===== config.mk =====
export PLATFORM = sky130hd
export DESIGN_NAME = bin_to_bcd_seq
export DESIGN_NICKNAME = d
export VERILOG_FILES = /design/src/rtl/bin_to_bcd_seq.sv
export SDC_FILE = /design/constraint.sdc
export NUM_CORES = 1
export LEC_CHECK = 0
export CORE_ASPECT_RATIO = 0.8
export CORE_UTILIZATION = 54
export DETAILED_ROUTE_END_ITERATION = 8
export GPL_TIMING_DRIVEN = 1
export PLACE_DENSITY_LB_ADDON = 0.1
export SETUP_SLACK_MARGIN = 0.3
export SLEW_MARGIN = 0
export SYNTH_ARGS = -nofsm -noshare
export SYNTH_HDL_FRONTEND = slang
export SYNTH_SLANG_ARGS = --single-unit

===== constraint.sdc =====
create_clock -name clk -period 2.1 [get_ports clk]
set_clock_uncertainty 0.1 [all_clocks]
set_input_delay 0.21 -clock clk [delete_from_list [all_inputs] [get_ports clk]]
set_output_delay 0.21 -clock clk [all_outputs]
set_load 0.01 [all_outputs]

===== src/rtl/bin_to_bcd_seq.sv =====
// Sequential double-dabble binary-to-BCD converter with a leading-zero blanking mask.
// One conversion takes 2*BIN_W+2 cycles; a start in the done cycle is accepted.
module bin_to_bcd_seq #(
   parameter int unsigned BIN_W  = 9,
   parameter int unsigned DIGITS = 3,
   parameter int unsigned CNT_W  = 4
) (
   input  logic                  clk,
   input  logic                  rst_n,
   input  logic [BIN_W-1:0]      bin,
   input  logic                  start,
   output logic                  busy,
   output logic                  done,
   output logic [4*DIGITS-1:0]   bcd,
   output logic [DIGITS-1:0]     blank
);

   localparam int unsigned BCD_W = 4 * DIGITS;
   localparam int unsigned SR_W  = BCD_W + BIN_W;
   localparam logic [DIGITS-1:0] BLANK_RST = {{(DIGITS-1){1'b1}}, 1'b0};

   typedef enum logic [3:0] {
      IDLE   = 4'b0001,
      ADJUST = 4'b0010,
      SHIFT  = 4'b0100,
      FIN    = 4'b1000
   } state_t;

   state_t             state, state_n;
   logic [SR_W-1:0]    sr, sr_n, sr_adj;
   logic [CNT_W-1:0]   cnt, cnt_n;
   logic               busy_n, done_n;
   logic [BCD_W-1:0]   bcd_n;
   logic [DIGITS-1:0]  blank_n, blank_c;

   // Add 3 to every BCD nibble that is 5 or more; nibbles never carry into each other.
   always_comb begin
      sr_adj = sr;
      for (int unsigned i = 0; i < DIGITS; i++) begin
         if (sr[BIN_W + 4*i +: 4] >= 4'd5)
            sr_adj[BIN_W + 4*i +: 4] = sr[BIN_W + 4*i +: 4] + 4'd3;
      end
   end

   // Blank a digit only when it and every digit above it are zero; units never blank.
   always_comb begin
      logic lead;
      lead    = 1'b1;
      blank_c = '0;
      for (int unsigned k = 0; k + 1 < DIGITS; k++) begin
         lead = lead && (sr[BIN_W + 4*(DIGITS-1-k) +: 4] == 4'd0);
         blank_c[DIGITS-1-k] = lead;
      end
   end

   // Next-state and next-output logic.
   always_comb begin
      state_n = state;
      sr_n    = sr;
      cnt_n   = cnt;
      done_n  = 1'b0;
      bcd_n   = bcd;
      blank_n = blank;
      case (state)
         IDLE: begin
            if (start) begin
               sr_n    = {BCD_W'(0), bin};
               cnt_n   = CNT_W'(BIN_W);
               state_n = ADJUST;
            end
         end
         ADJUST: begin
            sr_n    = sr_adj;
            state_n = SHIFT;
         end
         SHIFT: begin
            sr_n    = sr << 1;
            cnt_n   = cnt - CNT_W'(1);
            state_n = (cnt == CNT_W'(1)) ? FIN : ADJUST;
         end
         FIN: begin
            bcd_n   = sr[SR_W-1:BIN_W];
            blank_n = blank_c;
            done_n  = 1'b1;
            state_n = IDLE;
         end
         default: state_n = IDLE;
      endcase
      busy_n = (state_n != IDLE);
   end

   always_ff @(posedge clk or negedge rst_n) begin
      if (!rst_n) begin
         state <= IDLE;
         sr    <= '0;
         cnt   <= '0;
         busy  <= 1'b0;
         done  <= 1'b0;
         bcd   <= '0;
         blank <= BLANK_RST;
      end else begin
         state <= state_n;
         sr    <= sr_n;
         cnt   <= cnt_n;
         busy  <= busy_n;
         done  <= done_n;
         bcd   <= bcd_n;
         blank <= blank_n;
      end
   end

endmodule


# After elaboration in Yosys (flattened, before gate mapping)
# Cells that the tools add are included.
[word_totals] reg_bits=45 in_bits=12 output_inout_bits=17 word_cells=49
[op_classes] n_addsub=4 magnitude_cmp=3 n_eq_ne=10 muxes=11 bitwise_logic=1 n_reduce_logical=10
[op_table] operator="$pmux 21 s3" n=1
[op_table] operator="$mux 4" n=6
[op_table] operator="$mux 21" n=1
[op_table] operator="$add 4x2->4 const B" n=3
[op_table] operator="$ge 4x3->1 const B" n=3
[op_table] operator="$pmux 4 s3" n=1
[op_table] operator="$reduce_and 3->1" n=4
[op_table] operator="$eq 4x1->1 const B" n=2
[op_table] operator="$logic_not 4->1" n=2
[op_table] operator="$ne 2x2->1 const B" n=4
[op_table] operator="$pmux 4 s2" n=1
[op_table] operator="$eq 4x2->1 const B" n=1
[op_table] operator="$eq 4x3->1 const B" n=1
[op_table] operator="$eq 4x4->1 const B" n=1
[op_table] operator="$ne 4x1->1 const B" n=1
[op_table] operator="$sub 4x1->4 const B" n=1
[op_table] operator="$reduce_bool 3->1" n=1
[op_table] operator="$reduce_and 2->1" n=1
[op_table] operator="$reduce_bool 2->1" n=1
[op_table] operator="$logic_and 1x1->1" n=1
[op_table] operator="$mux 1" n=1
[op_table] operator="$not 1->1" n=1

# Logic depth before layout (Yosys ltp)
# Gate-level depths: netlist of run 1.
[logic_depth] ltp_word=4 ltp_mapped=7 mapped_depth_nobuf=6

# Worst setup path before layout of run 1
# OpenSTA, ideal clock, no wires.
[synth_timing] path_kind="register to register" start="register state[0]" end="register sr[10]" setup_ps=128 arrival_time_ps=1586 t_required_ps=1872 slack_ps=287 stages_incl_launch_ff=6 path_buffers=1 period_less_slack_ps=1813 path_cell_list="dfstp_2 > and3b_1 > o311ai_2 > buf_4 > a21oi_2 > mux2_1"
[synth_between] elab_chain_len=3 word_cells_on_any_way=8 cone_classes="5 x eq/ne; 1 x mux; 2 x reduce/logical"
[synth_lines] item="start: declaration" line_no="29" source="state_t state, state_n;"
[synth_lines] item="start signal: assignment" line_no="102" source="state <= state_n;"
[synth_lines] item="$eq 4x2->1 (tied with other cells)" line_no="64" source="case (state)"
[synth_lines] item="$ne 2x2->1 (no source line) or $reduce_bool 3->1 (tied branches)"
[synth_lines] item="$reduce_and 3->1 (no source line)"
[synth_lines] item="end signal: assignment" line_no="103" source="sr <= sr_n;"
[synth_lines] item="end: declaration" line_no="30" source="logic [SR_W-1:0] sr, sr_n, sr_adj;"
# Parallel ways exist; a longest one is shown, timed or not.
# A chain may end at the register's enable or synchronous reset.

# Final worst setup path of run 1
[layout_timing] start="register state[2]" end="register sr[19]"
# Same word-level chain as after synthesis.

==> flow_metrics.env, run 1 <==
export IMPL_yosys_warnings=0
export IMPL_finalCriticalPeriod_ps=1870
export IMPL_routabilityCongestion=0.785
export IMPL_first_pass_iters=4
export IMPL_synth_area_leaders="dfrtp_1 48%, mux2_2 6.7%, ha_1 5.1%"
export IMPL_grt_pass1_vias=1633
export IMPL_syn_area_mm2=0.00220
export IMPL_synth_top_cell_by_area="dfrtp_1"
export IMPL_die_area_mm2=0.00433
export IMPL_die_y_um=59.1
export IMPL_cts_root_buf="clkbuf_8"
export IMPL_dp_hpwl_um=2780
export IMPL_final_hold_violation_count=0
export IMPL_cts_buffer_depth=2
export IMPL_ys_types=41
export IMPL_final_setup_tns_ps=0
export IMPL_highest_layer="met4"
export IMPL_drc_errors=0
export IMPL_vias=1713
export IMPL_cts_sinks=45
export IMPL_worstPathRequired_ps=2200
export IMPL_path_clk_slew_ps=90
export IMPL_ir_drop_v=0.000638
export IMPL_nets=270
export IMPL_area_delta_synth_final_pct=32.8
export IMPL_initial_core_util=0.571
export IMPL_grt_pass1_wl_um=7670
export IMPL_worstSkewPairLatency_ps=300
export IMPL_relSlewSlack=0.637
export IMPL_cp_arrival_ps=1970
export IMPL_pre_cts_slack_ps=119
export IMPL_finalCritPeriodShare=0.892
export IMPL_final_max_slew_viol_count=0
export IMPL_cts_buffers=5
export IMPL_mostFrequentLayoutCells="40 x dfrtp_1, 26 x clkdlybuf4s50_1, 23 x buf_4"
export IMPL_placeableCoreArea_mm2=0.00385
export IMPL_rsz0062_at_grt="true"
export IMPL_first_iter_violations=77
export IMPL_setup_violations=0
export IMPL_viasPerCell=5.62
export IMPL_tritoncts="built"
export IMPL_grt_util_all_layers=0.238
export IMPL_layout_commonest_cell="dfrtp_1"
export IMPL_fmax_mhz=534
export IMPL_tightest_slew_ps=545
export IMPL_cts_max_level=2
export IMPL_io_buffers=27
export IMPL_fin_ws_ps=226
export IMPL_drv_cap=0
export IMPL_rows=20
export IMPL_wl_met1_um=2270
export IMPL_crit_fanout=6
export IMPL_post_synth_top_area_fraction=0.478
export IMPL_status="finished, final reports clean"
export IMPL_power_total_uw=3370
export IMPL_ios=29
export IMPL_grt_max_degree=46
export IMPL_n_antenna_cell=0
export IMPL_ys_ff_latch=45
export IMPL_met3_length_um=180
export IMPL_ant_nets=0
export IMPL_endpoint_kind="register"
export IMPL_wl_met2_um=2220
export IMPL_syn_nets=217
export IMPL_path_class="reg2reg"
export IMPL_overflow=0
export IMPL_syn_area_per_cell_um2=11.2
export IMPL_routedWlPerCell_um=15.4
export IMPL_p_leak_uw=0.00134
export IMPL_hold_path_class="in2reg"
export IMPL_totalWireLength_um=4710
export IMPL_p_per_area_mw_per_mm2=1150
export IMPL_grt_antenna_before_repair=0
export IMPL_dieWidth_um=73.4
export IMPL_startpoint_type="register"
export IMPL_ys_seq_area_frac=0.514
export IMPL_synthCells=196
export IMPL_layout_drive_gt1_share=0.292
[Yosys cell counts (all sizes together)]
cell type	number
a21o	3
a21oi	5
a22o	6
a22oi	12
a32o	2
and3b	1
buf	7
clkbuf	3
conb	1
dfrtp	42
dfstp	3
ha	9
inv	15
mux2	15
mux2i	3
nand2	15
nand2b	2
nand3	1
nor2	10
nor2b	1
nor3	2
nor4	1
nor4b	1
o21ai	22
o22ai	3
o311ai	1
o31ai	2
o32ai	3
o41ai	1
or4b	2
xnor2	1
xor2	1
[power breakdown]
| part | switching, uW | leakage (uW) | internal [uW] |
|---|---|---|---|
| Sequential | 186 | 0.000587 | 1070 |
| Clock | 289 | 0.0000585 | 388 |
| Combinational | 746 | 0.000691 | 691 |
[repair_timing]
action,CTS,global route
hold buffers,1,0
buffers inserted,12,7
endpoints found under the setup margin,18,26
gates cloned,1,1
endpoints found under the hold margin,42,0
pin swaps,4,2
resized for setup,17,14
[final cells by class]
type	instances	area [um2]
Clock buffer	7	86.3
Clock inverter	1	30.0
Fill cell	252	932
Inverter	15	68.8
Multi-Input combinational cell	127	1050
Sequential cell	45	1130
Tap cell	55	68.8
Timing Repair Buffer	55	487
[layer usage]
layer  up-vias  global-route usage
li1        812                   -
met1       858               0.322
met2        39               0.378
met3         4              0.0697
met4         0              0.0659
met5         -                   0
[per-stage QoR]
step | utilization | hold WS, ps | cells | cell area [um2]
finish | 0.758 | 372 | 305 | 2920
global route | 0.758 | 393 | 305 | 2920
CTS | 0.730 | 370 | 297 | 2810
detailed placement | 0.654 | 227 | 275 | 2520
global placement | 0.654 | 214 | 275 | 2520
floorplan | - | -186 | 196 | 2200
[path summary, 6_finish.rpt]
kind | from | to | slack [ps] | cells after the start
worst max-delay path | state[2] | sr[19] | 230 | 5
worst min-delay path | bin[0] | sr[0] | 370 | 3
worst max register to register | state[2] | sr[19] | 230 | 5
worst min register to register | sr[0] | sr[0] | 390 | 2
max in group asynchronous | rst_n | state[3] | 1090 | 3
min in group asynchronous | rst_n | sr[18] | 420 | 3
[state kept, by name, summed over array words and instances, names as in the netlist]
register / count
sr: 21
bcd: 12
cnt: 4
state: 4
blank: 2
busy: 1
done: 1
[cells by family (layout without fill, tap and decap cells)]
kind of cell | Yosys count | after routing | share of synthesized area
flip-flops | 45 | 45 | 0.514
multiplexers | 18 | 18 | 0.0921
buffers and inverters | 25 | 78 | 0.0552
adder cells (fa/ha/maj) | 9 | 9 | 0.0512
AND/OR/NAND/NOR | 36 | 37 | 0.0904
other | 1 | 1 | 0.00170
XOR/XNOR | 2 | 2 | 0.00797
AO/OA/AOI/OAI | 60 | 60 | 0.188
[worst max-delay path, stage by stage, from the launching register on]
cell	delay (ps)
dfrtp_2	450
or4b_4	660
nor2_4	150
a21oi_4	80
buf_6	130
a22o_1	200
Power figures use the tool's default switching activity.
==> run 2, diff against run 1 <==
Settings changed: CORE_UTILIZATION 54 to 40, HOLD_SLACK_MARGIN set to 0.03.
==> run 2 against run 1 <==
Net effect:
- routed wire length up 1.3%
- power decreased by 2.6%
- combinational power is essentially flat
- highest routed layer unchanged
- die area is 34% higher
- largest cell class unchanged
- sequential share of layout area grew 0.62 points
- non-clock buffer count down 4
- register-to-register slack improved by 40 ps
- final cell count grew 0.66%
- hold slack worse by 19 ps
==> flow_metrics.env, run 2 (same netlist as run 1, synthesis figures left out) <==
export IMPL_status="finished, final reports clean"
export IMPL_die_area_mm2=0.00580
export IMPL_cp_arrival_ps=1920
export IMPL_grt_max_degree=29
export IMPL_cts_root_buf="clkbuf_8"
export IMPL_fmax_mhz=546
export IMPL_routedWlPerCell_um=15.5
export IMPL_tightest_slew_ps=626
export IMPL_startpoint_type="register"
export IMPL_cts_max_level=2
export IMPL_ios=29
export IMPL_vias=1664
export IMPL_first_pass_iters=4
export IMPL_cts_buffers=5
export IMPL_worstSkewPairLatency_ps=300
export IMPL_tritoncts="built"
export IMPL_p_leak_uw=0.00130
export IMPL_final_max_slew_viol_count=0
export IMPL_viasPerCell=5.42
export IMPL_p_per_area_mw_per_mm2=1140
export IMPL_rows=23
export IMPL_die_y_um=68.3
export IMPL_nets=265
export IMPL_grt_util_all_layers=0.175
export IMPL_largest_reg_flops=21
export IMPL_first_iter_violations=88
export IMPL_power_total_uw=3280
export IMPL_layout_commonest_cell="dfrtp_1"
export IMPL_totalWireLength_um=4770
export IMPL_place_inst=285
export IMPL_grt_antenna_before_repair=0
export IMPL_path_clk_slew_ps=90
export IMPL_top_regs="sr x21, bcd x12"
export IMPL_n_fill_cell=443
export IMPL_cts_sinks=45
export IMPL_dp_hpwl_um=3130
export IMPL_finalCriticalPeriod_ps=1830
export IMPL_hold_path_class="in2async"
export IMPL_grt_pass1_wl_um=7740
export IMPL_routabilityCongestion=0.730
export IMPL_ir_drop_v=0.000545
export IMPL_relSlewSlack=0.582
export IMPL_dieWidth_um=84.9
export IMPL_drc_errors=0
export IMPL_drv_cap=0
export IMPL_grt_pass1_vias=1650
export IMPL_finalCritPeriodShare=0.872
export IMPL_rsz0062_at_grt="true"
export IMPL_worstPathRequired_ps=2190
export IMPL_area_delta_synth_final_pct=30.7
export IMPL_crit_fanout=7
export IMPL_initial_core_util=0.427
export IMPL_io_buffers=27
export IMPL_stdcell_count=307
export IMPL_mostFrequentLayoutCells="40 x dfrtp_1, 26 x clkdlybuf4s50_1, 19 x buf_4"
export IMPL_layout_drive_gt1_share=0.298
export IMPL_setup_violations=0
export IMPL_overflow=0
export IMPL_n_antenna_cell=0
export IMPL_endpoint_kind="register"
export IMPL_final_hold_violation_count=0
export IMPL_path_class="reg2reg"
export IMPL_regMostFlops="sr"
export IMPL_final_setup_tns_ps=0
export IMPL_cts_buffer_depth=2
export IMPL_placeableCoreArea_mm2=0.00515
export IMPL_ant_nets=0
## run 2: cell types whose count changed in the layout (fill, tap and decap cells not counted), moves of 2 or more
cell     delta
buf_4       -4
nor2_4      -2
nor2_2      +2
a22oi_2     +4
a21oi_2     +2
a22oi_1     -4
o21ai_1     +2
o21ai_0     -2
or4b_4      -2
## run 2: through the flow
| stage | hold WS (ps) | utilization | area [um2] | worst slack, ps |
|---|---|---|---|---|
| final | 353 | 0.558 | 2880 | 269 |
| after global routing | 388 | 0.558 | 2880 | 234 |
| after CTS | 367 | 0.536 | 2760 | 273 |
| after detailed placement | 171 | 0.496 | 2550 | 68.0 |
| after global placement | 161 | 0.496 | 2550 | 136 |
| after floorplan | -186 | - | 2200 | 287 |
## run 2: repair_timing
action | CTS | global route
hold buffers | 1 | 0
gates cloned | 0 | 0
resized for setup | 11 | 19
pin swaps | 2 | 2
endpoints found under the hold margin | 25 | 0
setup buffers | 7 | 6
setup endpoints to repair | 19 | 33
## run 2: path summary, 6_finish.rpt
check	cells past startpoint	slack (ps)	startpoint	to
worst min register to register	2	390	sr[8]	sr[8]
min in group clk	3	390	bin[0]	sr[0]
max in group asynchronous	3	910	rst_n	blank[2]
worst max-delay path	4	270	state[2]	sr[14]
worst min-delay path	2	350	rst_n	state[3]
worst max register to register	4	270	state[2]	sr[14]
## run 2: cell type report
type,instances,area (um2),share of cell area
clock buffers,7,96.3,0.0335
inverters,15,61.3,0.0213
clock inverters,1,5.00,0.00174
flip-flops and latches,45,1130,0.394
well taps,62,77.6,0.0270
multi-input cells,126,1040,0.362
repair buffers,51,463,0.161
## run 2: report_power, final
| part | internal [uW] | switching (uW) | total, uW |
|---|---|---|---|
| registers | 1070 | 185 | 1260 |
| logic | 694 | 739 | 1430 |
| clock network | 298 | 294 | 592 |
| total | 2060 | 1220 | 3280 |
## run 2: worst max-delay path, stage by stage, from the launching register on
cell     delay, ps
dfrtp_2        450
or4b_4         580
nor2_2         180
a21oi_4        100
mux2_4         300
## run 2: layer usage
layer | up-vias | global-route usage | share of wire
met5 | - | 0 | 0
met1 | 830 | 0.217 | 0.46
li1 | 792 | - | -
met3 | 7 | 0.0483 | 0.039
met4 | 0 | 0.0636 | 0.013
met2 | 35 | 0.298 | 0.49
